==> src/rtl/jtdd_gfx_arb_pkg.sv <==
// Shared types for the graphics ROM arbiter: requester ids, FSM states and
// the SDRAM word address width.
package jtdd_gfx_pkg;

  localparam int SDRAM_AW = 22;

  typedef enum logic [1:0] {
    SLOT_CHAR = 2'd0,
    SLOT_SCR  = 2'd1,
    SLOT_OBJ  = 2'd2
  } slot_e;

  typedef enum logic [1:0] {
    ST_IDLE = 2'd0,
    ST_REQ  = 2'd1,
    ST_WAIT = 2'd2
  } state_e;

  // Round-robin successor in the order char -> scr -> obj -> char.
  function automatic slot_e next_slot(input slot_e s);
    case (s)
      SLOT_CHAR: next_slot = SLOT_SCR;
      SLOT_SCR:  next_slot = SLOT_OBJ;
      default:   next_slot = SLOT_CHAR;
    endcase
  endfunction

endpackage

==> src/rtl/jtdd_gfx_arb_if.sv <==
// SDRAM read port between the graphics arbiter (master) and the SDRAM
// controller (slave).
interface jtdd_gfx_arb_if;
  import jtdd_gfx_pkg::*;

  logic                sdram_req;
  logic [SDRAM_AW-1:0] sdram_addr;
  logic                sdram_ack;
  logic                data_rdy;
  logic [15:0]         sdram_din;

  modport master (
    output sdram_req,
    output sdram_addr,
    input  sdram_ack,
    input  data_rdy,
    input  sdram_din
  );

  modport slave (
    input  sdram_req,
    input  sdram_addr,
    output sdram_ack,
    output data_rdy,
    output sdram_din
  );

endinterface

==> src/rtl/jtdd_gfx_slot.sv <==
// One-word tag/data cache entry for a single graphics ROM requester.
module jtdd_gfx_slot #(
  parameter int AW = 14
) (
  input  logic          clk,
  input  logic          rstn,
  input  logic [AW-1:0] addr,
  input  logic          wr,
  input  logic [AW-1:0] wr_tag,
  input  logic [15:0]   wr_data,
  output logic          hit,
  output logic [15:0]   data
);

  logic          valid_q, valid_d;
  logic [AW-1:0] tag_q, tag_d;
  logic [15:0]   data_q, data_d;

  always_comb begin
    valid_d = valid_q;
    tag_d   = tag_q;
    data_d  = data_q;
    if (wr) begin
      valid_d = 1'b1;
      tag_d   = wr_tag;
      data_d  = wr_data;
    end
  end

  always_ff @(posedge clk) begin
    if (!rstn) begin
      valid_q <= 1'b0;
      tag_q   <= '0;
      data_q  <= '0;
    end else begin
      valid_q <= valid_d;
      tag_q   <= tag_d;
      data_q  <= data_d;
    end
  end

  // Hit is combinational so ok drops in the same cycle the address moves.
  assign hit  = valid_q && (tag_q == addr);
  assign data = data_q;

endmodule

==> src/rtl/jtdd_gfx_arb.sv <==
// Shares one SDRAM read port between the char, scroll and object ROM
// requesters using per-requester one-word caches and round-robin misses.
module jtdd_gfx_arb
  import jtdd_gfx_pkg::*;
#(
  parameter logic [SDRAM_AW-1:0] CHAR_OFFSET = 22'h00000,
  parameter logic [SDRAM_AW-1:0] SCR_OFFSET  = 22'h10000,
  parameter logic [SDRAM_AW-1:0] OBJ_OFFSET  = 22'h30000
) (
  input  logic                  clk,
  input  logic                  rstn,
  input  logic [14:0]           char_addr,
  output logic [7:0]            char_data,
  output logic                  char_ok,
  input  logic [16:0]           scr_addr,
  output logic [15:0]           scr_data,
  output logic                  scr_ok,
  input  logic [17:0]           obj_addr,
  output logic [15:0]           obj_data,
  output logic                  obj_ok,
  jtdd_gfx_arb_if.master        sdram
);

  state_e              state_q, state_d;
  slot_e               grant_q, grant_d;
  slot_e               rr_q, rr_d;
  logic [17:0]         tag_q, tag_d;
  logic [SDRAM_AW-1:0] addr_q, addr_d;

  logic        char_hit, scr_hit, obj_hit;
  logic [15:0] char_word;
  logic        wr_char, wr_scr, wr_obj;
  logic        any_pend;
  slot_e       pick;
  logic [17:0] pick_word;
  logic [SDRAM_AW-1:0] pick_offset;

  jtdd_gfx_slot #(.AW(14)) u_char (
    .clk(clk), .rstn(rstn), .addr(char_addr[14:1]), .wr(wr_char),
    .wr_tag(tag_q[13:0]), .wr_data(sdram.sdram_din),
    .hit(char_hit), .data(char_word)
  );

  jtdd_gfx_slot #(.AW(17)) u_scr (
    .clk(clk), .rstn(rstn), .addr(scr_addr), .wr(wr_scr),
    .wr_tag(tag_q[16:0]), .wr_data(sdram.sdram_din),
    .hit(scr_hit), .data(scr_data)
  );

  jtdd_gfx_slot #(.AW(18)) u_obj (
    .clk(clk), .rstn(rstn), .addr(obj_addr), .wr(wr_obj),
    .wr_tag(tag_q), .wr_data(sdram.sdram_din),
    .hit(obj_hit), .data(obj_data)
  );

  function automatic logic pending(input slot_e s, input logic ch,
                                   input logic sh, input logic oh);
    case (s)
      SLOT_CHAR: pending = !ch;
      SLOT_SCR:  pending = !sh;
      default:   pending = !oh;
    endcase
  endfunction

  // Search starts at rr_q, which holds the slot after the last one served.
  always_comb begin
    slot_e s1, s2;
    s1       = next_slot(rr_q);
    s2       = next_slot(s1);
    pick     = rr_q;
    any_pend = 1'b1;
    if (pending(rr_q, char_hit, scr_hit, obj_hit)) pick = rr_q;
    else if (pending(s1, char_hit, scr_hit, obj_hit)) pick = s1;
    else if (pending(s2, char_hit, scr_hit, obj_hit)) pick = s2;
    else any_pend = 1'b0;
  end

  always_comb begin
    pick_word   = '0;
    pick_offset = '0;
    case (pick)
      SLOT_CHAR: begin
        pick_word   = {4'd0, char_addr[14:1]};
        pick_offset = CHAR_OFFSET;
      end
      SLOT_SCR: begin
        pick_word   = {1'b0, scr_addr};
        pick_offset = SCR_OFFSET;
      end
      default: begin
        pick_word   = obj_addr;
        pick_offset = OBJ_OFFSET;
      end
    endcase
  end

  always_comb begin
    state_d = state_q;
    grant_d = grant_q;
    rr_d    = rr_q;
    tag_d   = tag_q;
    addr_d  = addr_q;
    case (state_q)
      ST_IDLE: begin
        if (any_pend) begin
          grant_d = pick;
          tag_d   = pick_word;
          addr_d  = pick_offset + {4'd0, pick_word};
          state_d = ST_REQ;
        end
      end
      ST_REQ: begin
        if (sdram.sdram_ack) state_d = ST_WAIT;
      end
      ST_WAIT: begin
        if (sdram.data_rdy) begin
          rr_d    = next_slot(grant_q);
          state_d = ST_IDLE;
        end
      end
      default: state_d = ST_IDLE;
    endcase
  end

  always_ff @(posedge clk) begin
    if (!rstn) begin
      state_q <= ST_IDLE;
      grant_q <= SLOT_CHAR;
      rr_q    <= SLOT_CHAR;
      tag_q   <= '0;
      addr_q  <= '0;
    end else begin
      state_q <= state_d;
      grant_q <= grant_d;
      rr_q    <= rr_d;
      tag_q   <= tag_d;
      addr_q  <= addr_d;
    end
  end

  // The fetched word lands under the in-flight tag even if the address moved.
  assign wr_char = (state_q == ST_WAIT) && sdram.data_rdy && (grant_q == SLOT_CHAR);
  assign wr_scr  = (state_q == ST_WAIT) && sdram.data_rdy && (grant_q == SLOT_SCR);
  assign wr_obj  = (state_q == ST_WAIT) && sdram.data_rdy && (grant_q == SLOT_OBJ);

  assign sdram.sdram_req  = (state_q == ST_REQ);
  assign sdram.sdram_addr = addr_q;

  assign char_ok   = char_hit;
  assign scr_ok    = scr_hit;
  assign obj_ok    = obj_hit;
  assign char_data = char_addr[0] ? char_word[15:8] : char_word[7:0];

endmodule

==> src/flat_wrapper.sv <==
// flat-port wrapper written by rule: the top's interface ports become plain ports
module jtdd_gfx_arb_flat import jtdd_gfx_pkg::*;
#(
  parameter logic [SDRAM_AW-1:0] CHAR_OFFSET = 22'h00000,
  parameter logic [SDRAM_AW-1:0] SCR_OFFSET  = 22'h10000,
  parameter logic [SDRAM_AW-1:0] OBJ_OFFSET  = 22'h30000
)
  (clk, rstn, char_addr, char_data, char_ok, scr_addr, scr_data, scr_ok, obj_addr, obj_data, obj_ok, sdram_sdram_req, sdram_sdram_addr, sdram_sdram_ack, sdram_data_rdy, sdram_sdram_din);
  jtdd_gfx_arb_if sdram_i ();
  input  logic clk;
  input  logic rstn;
  input  logic [14:0] char_addr;
  output logic [7:0] char_data;
  output logic char_ok;
  input  logic [16:0] scr_addr;
  output logic [15:0] scr_data;
  output logic scr_ok;
  input  logic [17:0] obj_addr;
  output logic [15:0] obj_data;
  output logic obj_ok;
  output wire logic [$bits(sdram_i.sdram_req)-1:0] sdram_sdram_req;
  output wire logic [$bits(sdram_i.sdram_addr)-1:0] sdram_sdram_addr;
  input wire logic [$bits(sdram_i.sdram_ack)-1:0] sdram_sdram_ack;
  input wire logic [$bits(sdram_i.data_rdy)-1:0] sdram_data_rdy;
  input wire logic [$bits(sdram_i.sdram_din)-1:0] sdram_sdram_din;
  assign sdram_sdram_req = sdram_i.sdram_req;
  assign sdram_sdram_addr = sdram_i.sdram_addr;
  assign sdram_i.sdram_ack = sdram_sdram_ack;
  assign sdram_i.data_rdy = sdram_data_rdy;
  assign sdram_i.sdram_din = sdram_sdram_din;
  jtdd_gfx_arb #(.CHAR_OFFSET(CHAR_OFFSET), .SCR_OFFSET(SCR_OFFSET), .OBJ_OFFSET(OBJ_OFFSET)) u_core (.clk(clk), .rstn(rstn), .char_addr(char_addr), .char_data(char_data), .char_ok(char_ok), .scr_addr(scr_addr), .scr_data(scr_data), .scr_ok(scr_ok), .obj_addr(obj_addr), .obj_data(obj_data), .obj_ok(obj_ok), .sdram(sdram_i));
endmodule
==> config.mk <==
export PLATFORM = sky130hd
export DESIGN_NAME = jtdd_gfx_arb_flat
export DESIGN_NICKNAME = d
export VERILOG_FILES = /design/src/rtl/jtdd_gfx_arb_pkg.sv /design/src/rtl/jtdd_gfx_arb_if.sv /design/src/rtl/jtdd_gfx_slot.sv /design/src/rtl/jtdd_gfx_arb.sv /design/src/flat_wrapper.sv
export SDC_FILE = /design/constraint.sdc
export NUM_CORES = 1
export LEC_CHECK = 0
export ABC_AREA = 0
export CAP_MARGIN = 10
export CORE_ASPECT_RATIO = 0.5
export CORE_MARGIN = 5
export CORE_UTILIZATION = 50
export CTS_BUF_LIST = sky130_fd_sc_hd__clkbuf_16
export DETAILED_ROUTE_END_ITERATION = 7
export PLACE_DENSITY = 0.83
export SETUP_SLACK_MARGIN = 0.15
export SYNTH_ARGS = -nofsm -noshare
export SYNTH_HDL_FRONTEND = slang
export SYNTH_SLANG_ARGS = --single-unit
==> constraint.sdc <==
create_clock -name clk -period 3.1 [get_ports clk]
set_clock_uncertainty 0.1 [all_clocks]
set_input_delay 0.62 -clock clk [delete_from_list [all_inputs] [get_ports clk]]
set_output_delay 0.62 -clock clk [all_outputs]
set_load 0.01 [all_outputs]
==> metrics.md <==
| Metric | Value |
|---|---|
| Residual DRC count | `0` |
| WP data required | `2.38 ns` |
| Final worst-path cycle share | `between 90% and 100%` |
| Slew Viols, Final | `0` |
| CTS HTree Levels | `4` |
| WL final | `18,300 µm` |
| P&R area growth vs syn | `41.8%` |
| Root buf cell | `clkbuf_16` |
| Final min period | `roughly 3.0 ns` |
| RSZ-0062 raised after global routing | `yes` |
| Worst R2R End | `u_core.sdram.sdram_addr[17]` |
| Pre-Repair DR Iteration Count | `6` |
| Number of DRC markers in iteration 0 | `444` |
| Fraction of layout cells with a size suffix above 1 | `15.3%` |
| Clk sinks | `127` |
| Slew margin rel. | `between 50% and 60%` |
| Final non-filler cell total | `roughly 1,000` |
| R2R Path Start | `u_core.u_char.tag_q[12]` |
| Final setup vio count | `0` |
| Crit Path Class | `in2out` |
| Async S/R FF share, synth | `0%` |
| Placed instance count | `979` |
| Worst-Skew Late Latency | `0.42 ns` |
| Wire length per cell | `roughly 18 µm` |
| Hold Path Class | `reg2reg` |
| Critical path launch point | `scr_addr[5]` |
| Post-synthesis cell area | `0.00583 mm²` |
| Vias | `5,580` |
| Fmax | `about 330 MHz` |
| Post-synth top area share | `43.6%` |
| Slowest Stage Delay on Critical Path | `0.48 ns` |
| Cts bufs inserted | `17` |
| Worst setup endpoint | `scr_ok` |
| Hold WS | `0.360 ns` |
| Post-DP HPWL | `between 10,000 and 15,000 µm` |
| Vias in the first global route | `5,491` |
| Sequential share of the synthesized area | `between 40% and 50%` |
| Synth cell count leaders | `nand2_1, dfxtp_1, a21boi_0, xnor2_1, clkbuf_1` |
| IO Count | `136` |
| Least-Margin Pin Slew | `0.704 ns` |
| VDD IR max | `~0.38 mV` |
| Max clock buf depth | `2` |
| Core area | `0.0112 mm²` |
| Final global-route overflow total | `0` |
| Initial antenna violation count | `0` |
| Initial Utilization | `52.1%` |
| R2R setup slack | `0.41 ns` |
| Nets | `916` |
| Largest net degree at the start of global routing | `85` |
| Vias/cell | `between 5 and 6` |
| Synth Register Bits | `127` |
| Slowest CP cell | `clkdlybuf4s50_1` |
| Wire length of the first global-routing pass | `roughly 28,000 µm` |
| Setup tns final | `0 ns` |
| Ant diodes | `0` |
| Biggest area consumer among synthesized cells | `dfxtp_1` |
| Rows | `27` |
| GRT Total Usage | `25.4%` |
| Crit path DAT | `2.27 ns` |
| Die width | `between 150 and 200 µm` |
| Most frequent cell after synthesis | `nand2_1` |
| FF-to-FF path depth | `12` |
| Clk slew on worst S/H paths | `about 0.060 ns` |
| Syn_area_per_cell | `8.42 µm²` |
| CP cell instances | `clkdlybuf4s50_1, xor2_1, nor4_2, buf_4, nand4_4, inv_1, dlygate4sd2_1` |
| LEAKAGE | `0.00307 µW` |
| CP Launch Type | `input pin` |
| CTS tree | `built` |
| Count of cell types in the netlist | `48` |
| Synthesized instance count | `692` |
| Status | `complete, no violations` |
| Die Area | `0.0140 mm²` |
| Die Y | `between 80 and 90 µm` |
| PortBufs | `about 130` |
| Routed Antenna Nets | `0` |
| Max-cap viol count | `0` |
| Worst setup EP type | `output pin` |
| RePlAce Congestion | `0.927` |
| Synth area leaders | `dfxtp_1, nand2_1, a21boi_0` |
| Power Dens Cells | `506 mW/mm²` |
| Ys flop type | `dfxtp_1` |
| Hold Vio Cnt, Final | `0` |
| Ys Warns | `0` |
| Number of flops mapped to enable cells by yosys | `0` |
| CP max FO | `2` |
-- what timing repair did --
action	CTS	global route
buffers inserted	1	4
setup endpoints to repair	5	16
pin swaps	6	18
hold buffers	0	0
gates resized for setup	16	23
-- how the worst min path moves through the flow --
stage                                start                           to  slack, ns  depth (start not counted)
2_1_floorplan             u_core.tag_q[17]             u_core.tag_q[17]       0.34                          2
3_3_place_gp              u_core.tag_q[17]             u_core.tag_q[17]       0.34                          2
3_5_place_dp   u_core.sdram.sdram_addr[16]  u_core.sdram.sdram_addr[16]       0.35                          2
4_1_cts                   u_core.tag_q[17]             u_core.tag_q[17]       0.36                          2
5_1_grt               u_core.u_obj.valid_q         u_core.u_obj.valid_q       0.39                          1
6_report                  u_core.tag_q[17]             u_core.tag_q[17]       0.36                          2
-- area by class of cell --
| cell class | count | area, µm² |
|---|---|---|
| clock buffers | 17 | 425 |
| clock inverters | 15 | 159 |
| fillers | 770 | 2920 |
| inverters | 4 | 15.0 |
| multi-input cells | 499 | 3020 |
| flip-flops and latches | 127 | 2540 |
| well taps | 159 | 199 |
| repair buffers | 195 | 1900 |
-- critical path: cells and delay by family --
family	cells	cell delay [ns]
xor gates and xnor gates	1	0.21
buffers and inverters	4	1.02
and+or+nand+nor	2	0.43
-- power by group --
group	switching, µW	internal [µW]	leakage (µW)	total [µW]
Clock	791	1190	0.000283	1990
Combinational	217	258	0.00176	475
Sequential	49.3	1670	0.00103	1720
Total	1060	3120	0.00307	4180
-- state kept, by name, indices dropped and copies added, names as in the netlist --
signal / cells
u_core.u_obj.data: 16
u_core.u_char.valid_q: 1
u_core.rr_q: 2
u_core.u_scr.valid_q: 1
u_core.u_obj.tag_q: 18
u_core.grant_q: 2
u_core.tag_q: 18
u_core.u_scr.tag_q: 17
u_core.u_char.data: 16
u_core.u_obj.valid_q: 1
u_core.state_q: 2
u_core.sdram.sdram_addr: 3
u_core.u_scr.data: 16
u_core.u_char.tag_q: 14
-- stage by stage --
stage               setup slack (ns)  power [µW]  area [µm²]  util [%]
floorplan                      0.249        1960        5840         -
global placement              -0.232        2200        7510      67.2
detailed placement            -0.307        2210        7510      67.2
CTS                            0.155        4180        8160      73.0
global route                 0.00281        4310        8260      73.9
finish                         0.111        4180        8260      73.9
-- cells in the final DEF, fill, tap and decap left out, types with 3 or more instances in the layout --
master           count
xnor2_2              4
nand2_1            222
o21ai_1              8
nand4_1             10
dlymetal6s2s_1      18
conb_1               3
clkdlybuf4s50_1    109
a21boi_1             3
nor2_2               3
a21boi_0            99
xnor2_1             38
a221oi_2             7
a21oi_1             16
o21ai_0             14
nand3_1              4
nor2_1               8
o21a_1               4
inv_1                4
inv_6                6
clkbuf_16           17
buf_12               5
nor2b_1              4
buf_4               56
xor2_1               7
mux2_2               8
a221oi_1             9
dfxtp_1            127
-- metal layers --
| layer | GRT usage [%] | up-vias | part of all wire (%) |
|---|---|---|---|
| li1 | - | 2608 | - |
| met3 | 7.70 | 66 | 9.9 |
| met4 | 10.7 | 0 | 4.0 |
| met5 | 0 | - | 0 |
| met1 | 31.8 | 2608 | 41 |
| met2 | 41.1 | 298 | 45 |
-- logic make-up (layout without fill, tap and decap cells) --
group	Yosys count	in the layout	synth area share [%]
compound gates	172	172	21.9
xor+xnor	49	49	7.36
fa+ha+maj	2	2	0.429
buf+inv	68	231	6.01
flops	127	127	43.6
mux	8	8	1.55
other cells	1	3	0.0643
simple gates	265	265	19.1
(Power assumes the default switching activity.)
